$ cat config.mk
export PLATFORM = sky130hd
export DESIGN_NAME = serial_adder_ctrl
export DESIGN_NICKNAME = d
export VERILOG_FILES = /design/src/rtl/serial_adder_ctrl.sv
export SDC_FILE = /design/constraint.sdc
export NUM_CORES = 1
export LEC_CHECK = 0
export ABC_AREA = 1
export CAP_MARGIN = 20
export CORE_MARGIN = 4
export CORE_UTILIZATION = 42
export CTS_BUF_LIST = sky130_fd_sc_hd__clkbuf_16
export DETAILED_ROUTE_END_ITERATION = 8
export PLACE_DENSITY = 0.7
export SKIP_LAST_GASP = 1
export SLEW_MARGIN = 30
export SYNTH_ARGS = -nofsm -noshare
export SYNTH_HDL_FRONTEND = slang
export SYNTH_SLANG_ARGS = --single-unit
$ cat constraint.sdc
create_clock -name clk -period 1.2 [get_ports clk]
set_input_delay 0.36 -clock clk [delete_from_list [all_inputs] [get_ports clk]]
set_output_delay 0.36 -clock clk [all_outputs]
set_load 0.03 [all_outputs]
$ cat src/rtl/serial_adder_ctrl.sv
// Bit-serial adder with a small controller.
// Computes {cout,sum} = a + b + cin using one full-adder slice, one bit per clock,
// LSB first. Operands are captured on an accepted start; the result registers
// update only when the last bit has been processed.
module serial_adder_ctrl #(
  parameter int WIDTH = 8
) (
  input  logic             clk,
  input  logic             rst_n,
  input  logic             start,
  input  logic [WIDTH-1:0] a,
  input  logic [WIDTH-1:0] b,
  input  logic             cin,
  output logic             busy,
  output logic             done,
  output logic [WIDTH-1:0] sum,
  output logic             cout
);

  // Counter is wide enough to hold WIDTH, so it never wraps within one operation.
  localparam int CW = $clog2(WIDTH + 1);

  localparam logic [1:0] IDLE = 2'd0;
  localparam logic [1:0] RUN  = 2'd1;
  localparam logic [1:0] DONE = 2'd2;

  logic [1:0]       state;
  logic [WIDTH-1:0] a_sh;
  logic [WIDTH-1:0] b_sh;
  logic [WIDTH-1:0] res_sh;
  logic             carry;
  logic [CW-1:0]    cnt;

  logic             bit_sum;
  logic             bit_carry;
  logic             last_bit;

  // Single full-adder slice on the current LSBs, plus last-bit detection.
  always_comb begin
    bit_sum   = a_sh[0] ^ b_sh[0] ^ carry;
    bit_carry = (a_sh[0] & b_sh[0]) | (a_sh[0] & carry) | (b_sh[0] & carry);
    last_bit  = (cnt == CW'(WIDTH - 1));
  end

  // Status outputs decode directly from state so reset clears them immediately.
  always_comb begin
    busy = (state == RUN);
    done = (state == DONE);
  end

  // Controller and datapath: capture on start in IDLE/DONE, shift one bit per RUN cycle.
  always_ff @(posedge clk or negedge rst_n) begin
    if (!rst_n) begin
      state  <= IDLE;
      a_sh   <= '0;
      b_sh   <= '0;
      res_sh <= '0;
      carry  <= 1'b0;
      cnt    <= '0;
      sum    <= '0;
      cout   <= 1'b0;
    end else begin
      case (state)
        IDLE, DONE: begin
          if (start) begin
            a_sh  <= a;
            b_sh  <= b;
            carry <= cin;
            cnt   <= '0;
            state <= RUN;
          end else begin
            state <= IDLE;
          end
        end
        RUN: begin
          // start is deliberately ignored here: the operation in flight is never restarted.
          a_sh   <= a_sh >> 1;
          b_sh   <= b_sh >> 1;
          res_sh <= {bit_sum, res_sh[WIDTH-1:1]};
          carry  <= bit_carry;
          cnt    <= cnt + 1'b1;
          if (last_bit) begin
            state <= DONE;
            sum   <= {bit_sum, res_sh[WIDTH-1:1]};
            cout  <= bit_carry;
          end
        end
        default: state <= IDLE;
      endcase
    end
  end

endmodule

==> implementation parameters <==
Parameter                              Value

Die
  Area of the die ... ~5200 µm²
  Die Width ... between 70 and 80 µm
  Count of boundary I/O pins ... 31
  Number of standard-cell rows in the floorplan ... 23
  Die height ... ~72 µm
  Starting density of the core ... 43.4%
  Core Area ... ~4000 µm²

Final layout
  Layout-stage area growth over the synthesis result ... 43.6%
  Count of placed standard cells in the final layout, fillers left out ... around 330
  Final standard cell area without fillers ... between 2000 and 2500 µm²
  Layout cell share with drive strength beyond 1 ... a little over a fifth
  Antenna diode count ... 0
  Number of nets in the finished design ... 299

STA
  Setup repair after global routing missed its margin ... yes
  Final-report max-slew violation count ... 0
  Worst slew pin tran ... between 0.2 and 0.25 ns
  Worst setup skew after layout ... between 0.005 and 0.006 ns
  Minimum clock period ... around 1.4 ns
  Fmax ... between 700 and 800 MHz
  Number of setup violations in the final report ... 13
  Relative slew slack ... a little under nine tenths
  Final clock period utilization by the worst path ... 115%
  Final hold violation count ... 0
  Smallest setup slack after layout ... -0.179 ns

Yosys
  Share of flip-flops with an asynchronous set or reset after synthesis ... 100%
  Most frequent cells after synthesis ... sky130_fd_sc_hd__nand2_1, sky130_fd_sc_hd__dfrtp_1, sky130_fd_sc_hd__inv_1, sky130_fd_sc_hd__o21ai_0
  Post-Synthesis Cell Area ... around 1700 µm²
  Most used standard cell by instance count after synthesis ... sky130_fd_sc_hd__nand2_1
  Mean area per synthesized cell ... between 7 and 8 µm²
  Flip-flop and latch count after synthesis ... 39
  Commonest register cell after synthesis ... sky130_fd_sc_hd__dfrtp_1
  Cells after synthesis ... roughly 220
  Sequential fraction of the synthesis area ... between 50% and 60%
  Largest area contributor in the synthesized netlist ... sky130_fd_sc_hd__dfrtp_1
  Syn nets ... ~240
  Cell types with the largest area share after synthesis ... sky130_fd_sc_hd__dfrtp_1, sky130_fd_sc_hd__nand2_1, sky130_fd_sc_hd__inv_1
  Synth warnings ... 0
  Area share of the largest cell type after synthesis ... a little under three fifths
  Cell variety after synth ... 17
  Number of enable-type register cells in the synthesized netlist ... 0

Routing
  Final routed DRC violation total ... 0
  Post-Route WL ... 3.54 mm
  Number of antenna-violating nets in the routed design ... 0
  Detailed-route wire length on metal 1 ... 1.49 mm
  Routed wire per std cell ... about 11 µm
  Via density per instance ... ~4.5
  Highest metal used ... met4
  Initial DRC count ... just under 70
  Met2 layer wire length in the routed design ... between 1.5 and 2 mm
  Total number of vias ... 1,479
  Router iterations before antenna repair ... 4
  Routed wire length on met3 ... a little under 200 µm

Placement
  Port Buffer Count ... 30
  Global placement routability congestion ... ~0.75
  Number of cells after detailed placement ... about 310
  Detailed placement HPWL ... between 2 and 2.5 mm
  Worst slack, placed ... -0.296 ns
  Placed Area ... ~2200 µm²

Clocking
  TritonCTS clock tree ... yes
  Num Clock Sinks ... 39
  # H-tree levels ... 2
  Root buffer cell ... sky130_fd_sc_hd__clkbuf_16
  Clk Latency, worst-skew pair ... approximately 0.28 ns
  Clock-pin slew reported for the worst setup and hold paths after clock tree synthesis ... 0.06 ns
  Clock buffer count from CTS ... 5
  Buffer levels on the longest clock path ... 2

Setup path
  Nature of the critical path startpoint ... flip-flop
  R2R cell count ... 9
  Required arrival time at the worst endpoint ... approximately 0.84 ns
  Worst EP arrival ... approximately 1 ns
  CP Capture Type ... output port
  End of the worst register-to-register path ... a_sh[1]$_DFFE_PN0P_
  Crit Path Class ... flip-flop to output port
  Crit Reg-Reg Startpoint ... state[0]$_DFFE_PN0P_
  Critical path fanouts, max ... 4
  Setup slack of the most critical reg-to-reg path ... -0.06 ns

GRT
  Initial antenna violation count ... 0
  Global-route wire length before repair ... 5.98 mm
  Global-route total usage across every layer ... between 10% and 20%
  Pin count of the biggest net entering global routing ... 40
  Vias in the first global route ... about 1,400
  GRT Residual Overflow ... 0

Worst hold path
  Classification of the worst-slack hold path ... input pin to asynchronous set/reset pin

Run status
  Result of the run ... complete, but fails checks
  Violated checks ... setup timing

Pwr
  VDD IR-drop max ... 0.000900 V
  Relative contribution of the clock network to total power ... between 20% and 30%
  Cell-internal power ... about 4.4 mW
  Power density cells ... ~2800 nW/µm²
  Proportion of power drawn by flip-flops and latches ... 33.3%
  Static Leakage ... roughly 1.4 nW
  Switching component of the power ... roughly 2.6 mW
  Proportion of total power due to net switching ... ~37%
  Logic pwr share ... 45.7%

Run
  Count of maximum capacitance violations ... 0
## layer usage
metal	vias up	GRT usage (%)
met5	-	0
met3	8	4.29
met1	677	17.0
met2	32	25.6
li1	762	-
met4	0	7.72
## state kept, by name (all words and copies together) (netlist names)
register,flops
a_sh,8
state,2
res_sh,7
sum,8
b_sh,8
cnt,4
cout,1
carry,1
## worst max path at each step
| stage | startpoint | to | slack (ns) | cells after the start |
|---|---|---|---|---|
| finish | state[0]$_DFFE_PN0P_ | busy | -0.18 | 3 |
| global route | state[0]$_DFFE_PN0P_ | busy | -0.21 | 3 |
| CTS | state[0]$_DFFE_PN0P_ | busy | -0.19 | 3 |
| detailed placement | start | b_sh[2]$_DFFE_PN0P_ | -0.30 | 8 |
| global placement | start | b_sh[0]$_DFFE_PN0P_ | -0.28 | 7 |
| floorplan | state[1]$_DFFE_PN0P_ | done | -0.003 | 2 |
## cell usage in the layout, fill, tap and decap left out, drive strengths merged
cell,count
nand3,4
buf,38
nand4,1
bufinv,1
a21oi,1
clkinv,2
clkbuf,5
ha,1
or2,1
nand2,130
o21ai,7
nor2,6
clkdlybuf4s50,17
inv,23
dfrtp,39
fa,1
dlymetal6s2s,1
## worst max-delay path: stages (launching register included)
cell                      delay [ns]
sky130_fd_sc_hd__dfrtp_1        0.41
sky130_fd_sc_hd__inv_2          0.07
sky130_fd_sc_hd__nor2_4         0.11
sky130_fd_sc_hd__buf_6          0.14
## logic make-up (layout without fill, tap and decap cells)
family | after synthesis | count (layout) | share of synthesized area, %
adders and majority gates | 2 | 2 | 1.87
AOI/OAI and AO/OA | 8 | 8 | 2.30
buffers and inverters | 28 | 87 | 7.35
and+or+nand+nor | 142 | 142 | 32.3
DFF | 39 | 39 | 56.2
## cell type report
class	count	area (µm²)
flip-flops and latches	39	976
repair buffers	56	539
well taps	50	62.6
fillers	360	1510
multi-input cells	152	666
inverters	23	86.3
clock inverters	3	38.8
clock buffers	5	125
## through the flow
step,util (%),power [mW],hold slack [ns],setup TNS (ns)
final,62.3,6.96,0.0411,-0.858
after detailed placement,54.6,5.08,0.345,-5.65
after floorplan,-,4.02,0.0644,-0.00276
after CTS,59.5,6.70,0.0442,-1.43
after global placement,54.6,4.99,0.346,-5.45
after global routing,62.3,7.55,0.0640,-2.36
## repair_timing
action / in CTS / in global routing
gates resized for setup: 6 / 21
endpoints found under the hold margin: 0 / 0
pin swaps: 1 / 4
buffers inserted: 2 / 6
setup endpoints to repair: 13 / 41
hold buffers: 0 / 0
## power by group through the flow
stage | registers [mW] | clock network [mW] | logic, mW
finish | 2.32 | 1.46 | 3.18
floorplan | 2.53 | 0 | 1.49
global placement | 2.28 | 0 | 2.71
detailed placement | 2.29 | 0 | 2.79
global route | 2.39 | 1.56 | 3.60
CTS | 2.29 | 1.50 | 2.91
No activity file was read; power rests on OpenSTA's default activity.
